File: config.mk
export PLATFORM = sky130hd
export DESIGN_NAME = apb_master_sram_loader
export DESIGN_NICKNAME = d
export VERILOG_FILES = /design/src/rtl/apb_sram_loader_pkg.sv /design/src/rtl/apb_master_phase.sv /design/src/rtl/apb_master_sram_loader.sv
export SDC_FILE = /design/constraint.sdc
export NUM_CORES = 1
export LEC_CHECK = 0
export ABC_AREA = 1
export CORE_MARGIN = 2
export CORE_UTILIZATION = 41
export DETAILED_ROUTE_END_ITERATION = 12
export PLACE_DENSITY = 0.76
export SYNTH_ARGS = -nofsm -noshare
export SYNTH_HDL_FRONTEND = slang
export SYNTH_SLANG_ARGS = --single-unit
export TNS_END_PERCENT = 30
File: constraint.sdc
create_clock -name clk -period 2 [get_ports clk]
set_input_delay 0.6 -clock clk [delete_from_list [all_inputs] [get_ports clk]]
set_output_delay 0.6 -clock clk [all_outputs]
set_load 0.02 [all_outputs]
File: src/rtl/apb_sram_loader_pkg.sv
// Shared state encodings, register-map offsets and helpers for the APB SRAM loader.
// Optional checksum feature: APB_SRAM_LOADER_CHECKSUM_EN (see apb_master_sram_loader.sv).
package apb_sram_loader_pkg;

  typedef enum logic [2:0] {
    ST_IDLE,
    ST_HOLD,
    ST_SETADDR,
    ST_COLLECT,
    ST_WRDATA,
    ST_RELEASE,
    ST_DRAIN
  } loader_state_t;

  typedef enum logic [1:0] {
    PH_IDLE,
    PH_SETUP,
    PH_ACCESS
  } phase_state_t;

  typedef struct packed {
    logic [31:0] addr;
    logic [31:0] wdata;
  } apb_wr_t;

  localparam logic [31:0] REG_ADDR_OFS = 32'h0000_0000;
  localparam logic [31:0] REG_DATA_OFS = 32'h0000_0004;
  localparam logic [31:0] REG_CTRL_OFS = 32'h0000_0008;
  localparam logic [31:0] CTRL_HOLD    = 32'h0000_0001;
  localparam logic [31:0] CTRL_RUN     = 32'h0000_0000;

  // Little-endian lane insert: lane 0 lands in bits [7:0].
  function automatic logic [31:0] place_byte(input logic [31:0] word,
                                             input logic [1:0]  lane,
                                             input logic [7:0]  b);
    logic [31:0] w;
    w = word;
    w[{lane, 3'b000} +: 8] = b;
    return w;
  endfunction

endpackage

File: src/rtl/apb_master_phase.sv
// APB write sequencer: start in idle -> one setup cycle -> access held until pready; done/err pulse on completion.
// Start is only taken while idle; address/data are latched at start and held until the access completes.
module apb_master_phase
  import apb_sram_loader_pkg::*;
(
  input  logic        clk,
  input  logic        clk__enable,
  input  logic        reset_n,
  input  logic        i_start,
  input  logic [31:0] i_addr,
  input  logic [31:0] i_wdata,
  input  logic        i_pready,
  input  logic        i_perr,
  output logic        o_psel,
  output logic        o_penable,
  output logic        o_pwrite,
  output logic [31:0] o_paddr,
  output logic [31:0] o_pwdata,
  output logic        o_idle,
  output logic        o_done,
  output logic        o_err
);

  phase_state_t r_state;
  phase_state_t w_next;
  apb_wr_t      r_req;
  logic         w_done;

  always_ff @(posedge clk) begin
    if (!reset_n) begin
      r_state <= PH_IDLE;
      r_req   <= '0;
    end else if (clk__enable) begin
      r_state <= w_next;
      if (r_state == PH_IDLE && i_start) begin
        r_req.addr  <= i_addr;
        r_req.wdata <= i_wdata;
      end else if (w_done) begin
        // Return the bus to all-zero between transfers.
        r_req <= '0;
      end
    end
  end

  always_comb begin
    w_next = r_state;
    w_done = 1'b0;
    case (r_state)
      PH_IDLE:   if (i_start) w_next = PH_SETUP;
      PH_SETUP:  w_next = PH_ACCESS;
      PH_ACCESS: begin
        if (i_pready) begin
          w_next = PH_IDLE;
          w_done = 1'b1;
        end
      end
      default:   w_next = PH_IDLE;
    endcase
  end

  assign o_psel    = (r_state != PH_IDLE);
  assign o_penable = (r_state == PH_ACCESS);
  assign o_pwrite  = (r_state != PH_IDLE);
  assign o_paddr   = r_req.addr;
  assign o_pwdata  = r_req.wdata;
  assign o_idle    = (r_state == PH_IDLE);
  assign o_done    = w_done & clk__enable;
  assign o_err     = w_done & clk__enable & i_perr;

endmodule

File: src/rtl/apb_master_sram_loader.sv
// Streams bytes into SRAM over APB (hold CPU, set address, word writes, release); >=2 cycles byte-to-write, byte_ready only in COLLECT/DRAIN.
// Define APB_SRAM_LOADER_CHECKSUM_EN to accumulate a 32-bit wrapping sum of written words on checksum.
module apb_master_sram_loader
  import apb_sram_loader_pkg::*;
#(
  parameter logic [31:0] BASE_ADDR = 32'h0000_1000
) (
  input  logic        clk,
  input  logic        clk__enable,
  input  logic        reset_n,
  input  logic        byte_valid,
  input  logic [7:0]  byte_data,
  input  logic        byte_last,
  output logic        byte_ready,
  output logic [31:0] apb_request__paddr,
  output logic        apb_request__penable,
  output logic        apb_request__psel,
  output logic        apb_request__pwrite,
  output logic [31:0] apb_request__pwdata,
  input  logic [31:0] apb_response__prdata,
  input  logic        apb_response__pready,
  input  logic        apb_response__perr,
  output logic        loader_busy,
  output logic        loader_error,
  output logic [15:0] words_loaded,
  output logic [31:0] checksum
);

  loader_state_t r_state;
  loader_state_t w_next;
  logic [31:0]   r_word;
  logic [1:0]    r_lane;
  logic          r_last_word;
  logic          r_error;
  logic [15:0]   r_words;

  logic          w_start;
  logic [31:0]   w_addr;
  logic [31:0]   w_wdata;
  logic          w_idle;
  logic          w_done;
  logic          w_err;
  logic          w_byte_rdy;
  logic          w_accept;
  logic          w_wr_ok;
  logic          w_load_start;
  logic          w_unused;

  // Read data is never consumed: every transfer is a write.
  assign w_unused = ^apb_response__prdata;

  assign w_byte_rdy   = ((r_state == ST_COLLECT) || (r_state == ST_DRAIN)) && clk__enable;
  assign w_accept     = byte_valid & w_byte_rdy;
  assign w_wr_ok      = (r_state == ST_WRDATA) && w_done && !w_err;
  assign w_load_start = (r_state == ST_IDLE) && (w_next == ST_HOLD);

  always_ff @(posedge clk) begin
    if (!reset_n) begin
      r_state     <= ST_IDLE;
      r_word      <= '0;
      r_lane      <= '0;
      r_last_word <= 1'b0;
      r_error     <= 1'b0;
      r_words     <= '0;
    end else if (clk__enable) begin
      r_state <= w_next;
      if (w_err) r_error <= 1'b1;
      if (w_load_start) begin
        r_words <= '0;
      end else if (w_wr_ok) begin
        r_words <= r_words + 16'd1;
      end
      if (r_state == ST_COLLECT && w_accept) begin
        // Lane 0 starts a fresh word so a short final word is zero-padded.
        r_word      <= place_byte((r_lane == 2'd0) ? 32'h0 : r_word, r_lane, byte_data);
        r_lane      <= byte_last ? 2'd0 : r_lane + 2'd1;
        r_last_word <= byte_last;
      end
    end
  end

  always_comb begin
    w_next  = r_state;
    w_start = 1'b0;
    w_addr  = '0;
    w_wdata = '0;
    case (r_state)
      ST_IDLE: begin
        if (byte_valid) w_next = ST_HOLD;
      end
      ST_HOLD: begin
        w_start = w_idle;
        w_addr  = BASE_ADDR + REG_CTRL_OFS;
        w_wdata = CTRL_HOLD;
        if (w_done) w_next = ST_SETADDR;
      end
      ST_SETADDR: begin
        w_start = w_idle;
        w_addr  = BASE_ADDR + REG_ADDR_OFS;
        w_wdata = 32'h0;
        if (w_done) w_next = ST_COLLECT;
      end
      ST_COLLECT: begin
        if (w_accept && (r_lane == 2'd3 || byte_last)) w_next = ST_WRDATA;
      end
      ST_WRDATA: begin
        w_start = w_idle;
        w_addr  = BASE_ADDR + REG_DATA_OFS;
        w_wdata = r_word;
        if (w_done) w_next = r_last_word ? ST_RELEASE : ST_COLLECT;
      end
      ST_RELEASE: begin
        w_start = w_idle;
        w_addr  = BASE_ADDR + REG_CTRL_OFS;
        w_wdata = CTRL_RUN;
        if (w_done) w_next = ST_IDLE;
      end
      ST_DRAIN: begin
        if (w_accept && byte_last) w_next = ST_IDLE;
      end
      default: w_next = ST_IDLE;
    endcase
    // A failed write leaves the processor held and flushes the rest of the stream.
    if (w_err) w_next = ST_DRAIN;
  end

  apb_master_phase u_phase (
    .clk         (clk),
    .clk__enable (clk__enable),
    .reset_n     (reset_n),
    .i_start     (w_start),
    .i_addr      (w_addr),
    .i_wdata     (w_wdata),
    .i_pready    (apb_response__pready),
    .i_perr      (apb_response__perr),
    .o_psel      (apb_request__psel),
    .o_penable   (apb_request__penable),
    .o_pwrite    (apb_request__pwrite),
    .o_paddr     (apb_request__paddr),
    .o_pwdata    (apb_request__pwdata),
    .o_idle      (w_idle),
    .o_done      (w_done),
    .o_err       (w_err)
  );

`ifdef APB_SRAM_LOADER_CHECKSUM_EN
  logic [31:0] r_checksum;

  always_ff @(posedge clk) begin
    if (!reset_n) begin
      r_checksum <= '0;
    end else if (clk__enable) begin
      if (w_load_start) begin
        r_checksum <= '0;
      end else if (w_wr_ok) begin
        r_checksum <= r_checksum + r_word;
      end
    end
  end

  assign checksum = r_checksum;
`else
  assign checksum = 32'h0;
`endif

  assign byte_ready   = w_byte_rdy;
  assign loader_busy  = (r_state != ST_IDLE);
  assign loader_error = r_error;
  assign words_loaded = r_words;

endmodule

Word level (Yosys, flattened, before mapping)

Index checks and enable logic that the tools add are counted.

Output and inout port bits: 118
Bits of input ports: 47
Word-level logic and storage cells: 79
Register bits: 121

Shift-type cells: 2
Bitwise logic cells: 3
Eq/ne operators: 12
Reductions and logical operators: 25
Mux-type cells: 25
Add/sub/neg operators: 3

Operator list:

| operator                                                                 | count |
|---|---|
| 64-bit two-way mux                                                       | 2 |
| 32-bit one-hot mux with 2 select lines                                   | 1 |
| 13-bit one-hot mux with 3 select lines                                   | 1 |
| 32-bit bitwise mux                                                       | 1 |
| 16-bit two-way mux                                                       | 2 |
| 32-bit two-way mux                                                       | 1 |
| 8-bit by 7-bit variable shift with 32-bit output (first input constant)  | 1 |
| 8-bit by 7-bit variable part select with 32-bit output                   | 1 |
| 3-bit two-way mux                                                        | 9 |
| 3-bit one-hot mux with 7 select lines                                    | 1 |
| 16-bit by 1-bit adder with 16-bit output (second input constant)         | 1 |
| 3-bit equality test (second input constant)                              | 3 |
| 1-bit logical AND                                                        | 8 |
| 2-bit AND reduction                                                      | 4 |
| 5-bit negation with 7-bit output                                         | 1 |
| 3-bit by 1-bit equality test with 1-bit output (second input constant)   | 2 |
| 3-bit by 2-bit equality test with 1-bit output (second input constant)   | 2 |
| 2-bit two-way mux                                                        | 3 |
| 2-bit one-hot mux with 3 select lines                                    | 1 |
| 2-bit nonzero test                                                       | 3 |
| 2-bit equality test (second input constant)                              | 2 |
| 2-bit zero test                                                          | 2 |
| 2-bit by 1-bit inequality test with 1-bit output (second input constant) | 2 |
| 4-bit OR reduction                                                       | 1 |
| other kinds (10)                                                         | 15 |

Depth between registers and ports, before layout

Depth in word-level cells: 12
Mapped depth: 13
Gate-level depth less buffers: 12

Modules after synthesis

From an unflattened synthesis, not the netlist that was laid out.

Cell total of the unflattened synthesis: 1061
Area total of the unflattened synthesis: 6775.2 um2

Modules (own cells, without submodules):

| module                 | sequential area each (um2) | area each (um2) | instances | cells each |
|---|---|---|---|---|
| apb_master_phase       | 1321.3                     | 3452.1          | 1         | 573 |
| apb_master_sram_loader | 1101.1                     | 3323.2          | 1         | 488 |

Worst setup path after synthesis

Ideal clock, no wire load.

Kind: reg2reg
Start: reg r_lane[0]
End: reg r_word[17]
Stages on the path, launching flop included: 8
Data required time: 1.914 ns
Clock period less this slack: 2.015 ns
Arrival time: 1.929 ns
Path buffers: 1
Slack: -0.015 ns
Library setup time: 0.086 ns
Cells stage by stage: dfxtp_1 -> clkbuf_1 -> inv_1 -> ha_1 -> nand2_1 -> nor3_1 -> a21oi_1 -> a211oi_1

Word-level cells in the longest chain between the ends: 3
Elaborated cells on any way between the ends: 6
Those cells by class: 1 x add/sub; 2 x shift; 2 x mux; 1 x reduce/logical

Ends and longest elaborated chain:

| item                                                                                 | RTL line                                                | RTL |
|---|---|---|
| start: declaration                                                                   | apb_master_sram_loader.sv:32                            | `logic [1:0] r_lane;` |
| start signal: assignment                                                             | apb_master_sram_loader.sv:76                            | `r_lane <= byte_last ? 2'd0 : r_lane + 2'd1;` |
| 5-bit negation with 7-bit output / 2-bit zero test (equally long branches)           | apb_sram_loader_pkg.sv:38, apb_master_sram_loader.sv:75 |  |
| 8-bit by 7-bit variable part select with 32-bit output, or another cell as far along | apb_sram_loader_pkg.sv:38                               | `w[{lane, 3'b000} +: 8] = b;` |
| 32-bit bitwise mux *                                                                 | apb_sram_loader_pkg.sv:38                               |  |
| end signal: assignment                                                               | apb_master_sram_loader.sv:75                            | `r_word <= place_byte((r_lane == 2'd0) ? 32'h0 : r_word, r_lane, byte_data);` |
| end: declaration                                                                     | apb_master_sram_loader.sv:31                            | `logic [31:0] r_word;` |

Mark *: on every way between the ends. The rest lies on a longest branch, timed or not.
A chain may end at the register's enable or synchronous reset.

Worst setup path in the final report

Start: reg r_words[3] (netlist: words_loaded[3])
End: out words_loaded[3]

RTL lines:

| item                     | RTL line                     | RTL |
|---|---|---|
| start: declaration       | apb_master_sram_loader.sv:35 | `logic [15:0] r_words;` |
| start signal: assignment | apb_master_sram_loader.sv:71 | `r_words <= r_words + 16'd1;` |
| end: declaration         | apb_master_sram_loader.sv:25 | `output logic [15:0] words_loaded,` |

No word-level cell between the ends.

==> impl_metrics.csv <==
group,metric,value,unit
route,dr.pass1.iters,6,
finish,area_delta_synth_final,24.3,%
global_route,busiest_layer,"met2",
clock_tree,cts.path.max_buffers,2,
finish,finalInstanceArea,5900,sq um
synth,synth.distinct_cells,41,
placement,portBuffers,71,
floorplan,coreArea,11400,sq um
global_route,grt_pass1_vias,3611,
timing,finalCriticalPeriod,1960,ps
route,drtIter0Drc,285,
timing,fin_crit_sh,98.1,%
run_status,outcome,"finished clean",
worst_setup_path,rr_worst_depth,11,
synth,avgSynthCellArea,7.32,sq um
placement,dp_slack,-516,ps
finish,n_antenna_cell,0,
clock_tree,root_buffer,"clkbuf_16",
synth,synth_warnings,0,
placement,dp_hpwl,7500,microns
synth,syn_inst,648,
floorplan,die_h,112,microns
run,drv_cap,0,
global_route,use_met2,27.1,%
worst_setup_path,worst_path_largest_cell_delay,640,ps
worst_setup_path,crit_type,"reg2out",
floorplan,start_util,41.7,%
timing,finalMaxSlewViolations,0,
finish,final_net_count,789,
global_route,grt_usage,16.6,%
route,wl,10800,microns
route,via_count,4182,
timing,setup_slack,37.3,ps
timing,fin_skew,10.2,ps
worst_hold_path,min_path_type,"reg2reg",
global_route,grt_max_degree,36,
clock_tree,cts_setup_buffers,0,
worst_setup_path,cp.arrival,1360,ps
worst_setup_path,crit_path_top_delay_cell,"clkdlybuf4s50_1",
worst_setup_path,crit_family,"buffers and inverters",
clock_tree,clock_sinks,92,
floorplan,ios,165,
placement,place_area,5530,sq um
clock_tree,tritoncts,"yes",
worst_setup_path,path_buf_inv,1,
finish,drive_gt1_share,11.1,%
clock_tree,htree_levels,3,
placement,gp_congestion,0.909,
synth,ys_ff_latch,92,
synth,ys_seq_area_share,38.8,%
global_route,grt_pass1_wl,17300,microns
worst_setup_path,cp-end-kind,"primary output",
global_route,grt.overflow.total,0,
global_route,use_met3,3.05,%
floorplan,die_area,12400,sq um
floorplan,dieWidth,112,microns
placement,dpl.cell_count,866,
clock_tree,clock_latency,340,ps
pwr,p_leak,2.48,nW
pwr,vdd_drop_max,0.442,mV
worst_setup_path,crit_path_start_kind,"flop",
synth,syn_area,4740,sq um
timing,finalSetupViolCount,0,
floorplan,num_rows,39,
global_route,grt_use_met1,22.7,%
worst_hold_path,whs_path_depth,2,
clock_tree,clkTransAtPathRegs,70,ps
timing,finalHoldViolCount,0,
clock_tree,cts_inserted_buffers,9,
route,antenna_left,0,
worst_setup_path,path_cells,"clkdlybuf4s50_1",
global_route,antenna_found_initial,0,
timing,rsz0062_at_grt,"no",
worst_setup_path,critPathMaxFanout,5,
route,avgRoutedWirePerCell,12.2,microns
route,drc_errors,0,
pwr,powerDensity,728,nW/um^2
finish,fin_cells,884,
timing,fmax,510,MHz
timing,setup-tns-final,0,ps
finish,nFillCells,1082,
route,vias_per_cell,4.73,
worst_setup_path,cp.required,1400,ps
worst_setup_path,cp_num_cells,1,
-- path summary, 6_finish.rpt --
check	from	endpoint	slack (ps)
max	words_loaded[3]$_SDFFE_PN0P_	words_loaded[3]	40
min	loader_error$_SDFFE_PN0P_	loader_error$_SDFFE_PN0P_	450
max reg2reg	r_lane[0]$_SDFFE_PN0P_	words_loaded[9]$_SDFFE_PN0P_	110
min reg2reg	loader_error$_SDFFE_PN0P_	loader_error$_SDFFE_PN0P_	450
-- cell usage after synthesis (all sizes together) --
master,count,area (sq um)
nor2,56,213
nand3b,7,52.6
xor2,10,87.6
a21oi,70,350
o31ai,5,37.5
clkinv,1,3.75
nor4,1,6.26
o211ai,1,7.51
a22oi,1,7.51
nand2,159,612
o22ai,1,6.26
nand3,48,273
nand4,9,56.3
inv,52,195
buf,80,602
o221ai,1,8.76
xnor2,4,35.0
o21ai,9,52.6
o41ai,1,8.76
dfxtp,92,1840
nor3,7,51.3
a32oi,4,35.0
conb,1,3.75
clkbuf,13,58.8
a31oi,2,12.5
a211oi,6,45.0
ha,6,75.1
or2,1,6.26
-- metal layers --
metal	vias to the layer above	share of wire [%]
li1	2154	-
met1	1912	47
met2	108	47
met3	8	4.4
met4	0	0.80
met5	-	0
-- kinds of logic after synthesis --
| group | after synthesis | synth area share [%] |
|---|---|---|
| adders and majority gates | 6 | 1.58 |
| AOI/OAI and AO/OA | 101 | 12.1 |
| xor gates and xnor gates | 14 | 2.58 |
| DFF | 92 | 38.8 |
| other | 1 | 0.0790 |
| and+or+nand+nor | 288 | 26.8 |
| buffers and inverters | 146 | 18.1 |
-- power by group --
| part | total, mW | switching [mW] | internal, mW |
|---|---|---|---|
| logic | 0.707 | 0.453 | 0.254 |
| registers | 1.93 | 0.0535 | 1.87 |
| clock network | 1.66 | 0.784 | 0.876 |
| total | 4.29 | 1.29 | 3.00 |
-- cell type report --
cell class / instances / area (sq um) / area share [%]
timing repair buffer: 109 / 1070 / 18.2
tap: 143 / 179 / 3.03
inverter: 53 / 201 / 3.42
clock inverter: 7 / 63.8 / 1.08
multi-input combinational: 471 / 2310 / 39.2
clock buffer: 9 / 225 / 3.82
sequential: 92 / 1840 / 31.2
-- layout by cell type, fill, tap and decap left out, drive strengths merged, types with 38 or more instances in the layout --
master,count
a21oi,70
nand2,160
dfxtp,92
nand3,48
conb,61
nor2,56
clkdlybuf4s50,52
buf,38
inv,56
-- stage by stage --
step | total power [mW] | utilization, % | hold slack (ps)
2_1_floorplan | 2.53 | - | 425
3_3_place_gp | 2.64 | 48.7 | 444
3_5_place_dp | 2.65 | 48.7 | 444
4_1_cts | 4.29 | 51.2 | 455
5_1_grt | 4.48 | 51.9 | 482
6_report | 4.29 | 51.9 | 453
-- state kept, by name (all words and copies together) (netlist names) --
name and count:
r_word 32, u_phase.o_pwdata 32, words_loaded 16, r_state 3, u_phase.o_paddr 3, r_lane 2
u_phase.r_state 2, loader_error 1, r_last_word 1
-- what timing repair did --
| action | in CTS | in global routing |
|---|---|---|
| gates resized for setup | 20 | 15 |
| pin swaps | 0 | 7 |
| hold buffers | 0 | 0 |
| cloned | 0 | 2 |
| setup endpoints to repair | 28 | 22 |
| hold endpoints to repair | 0 | 0 |
No activity file was read; power rests on OpenSTA's default activity.
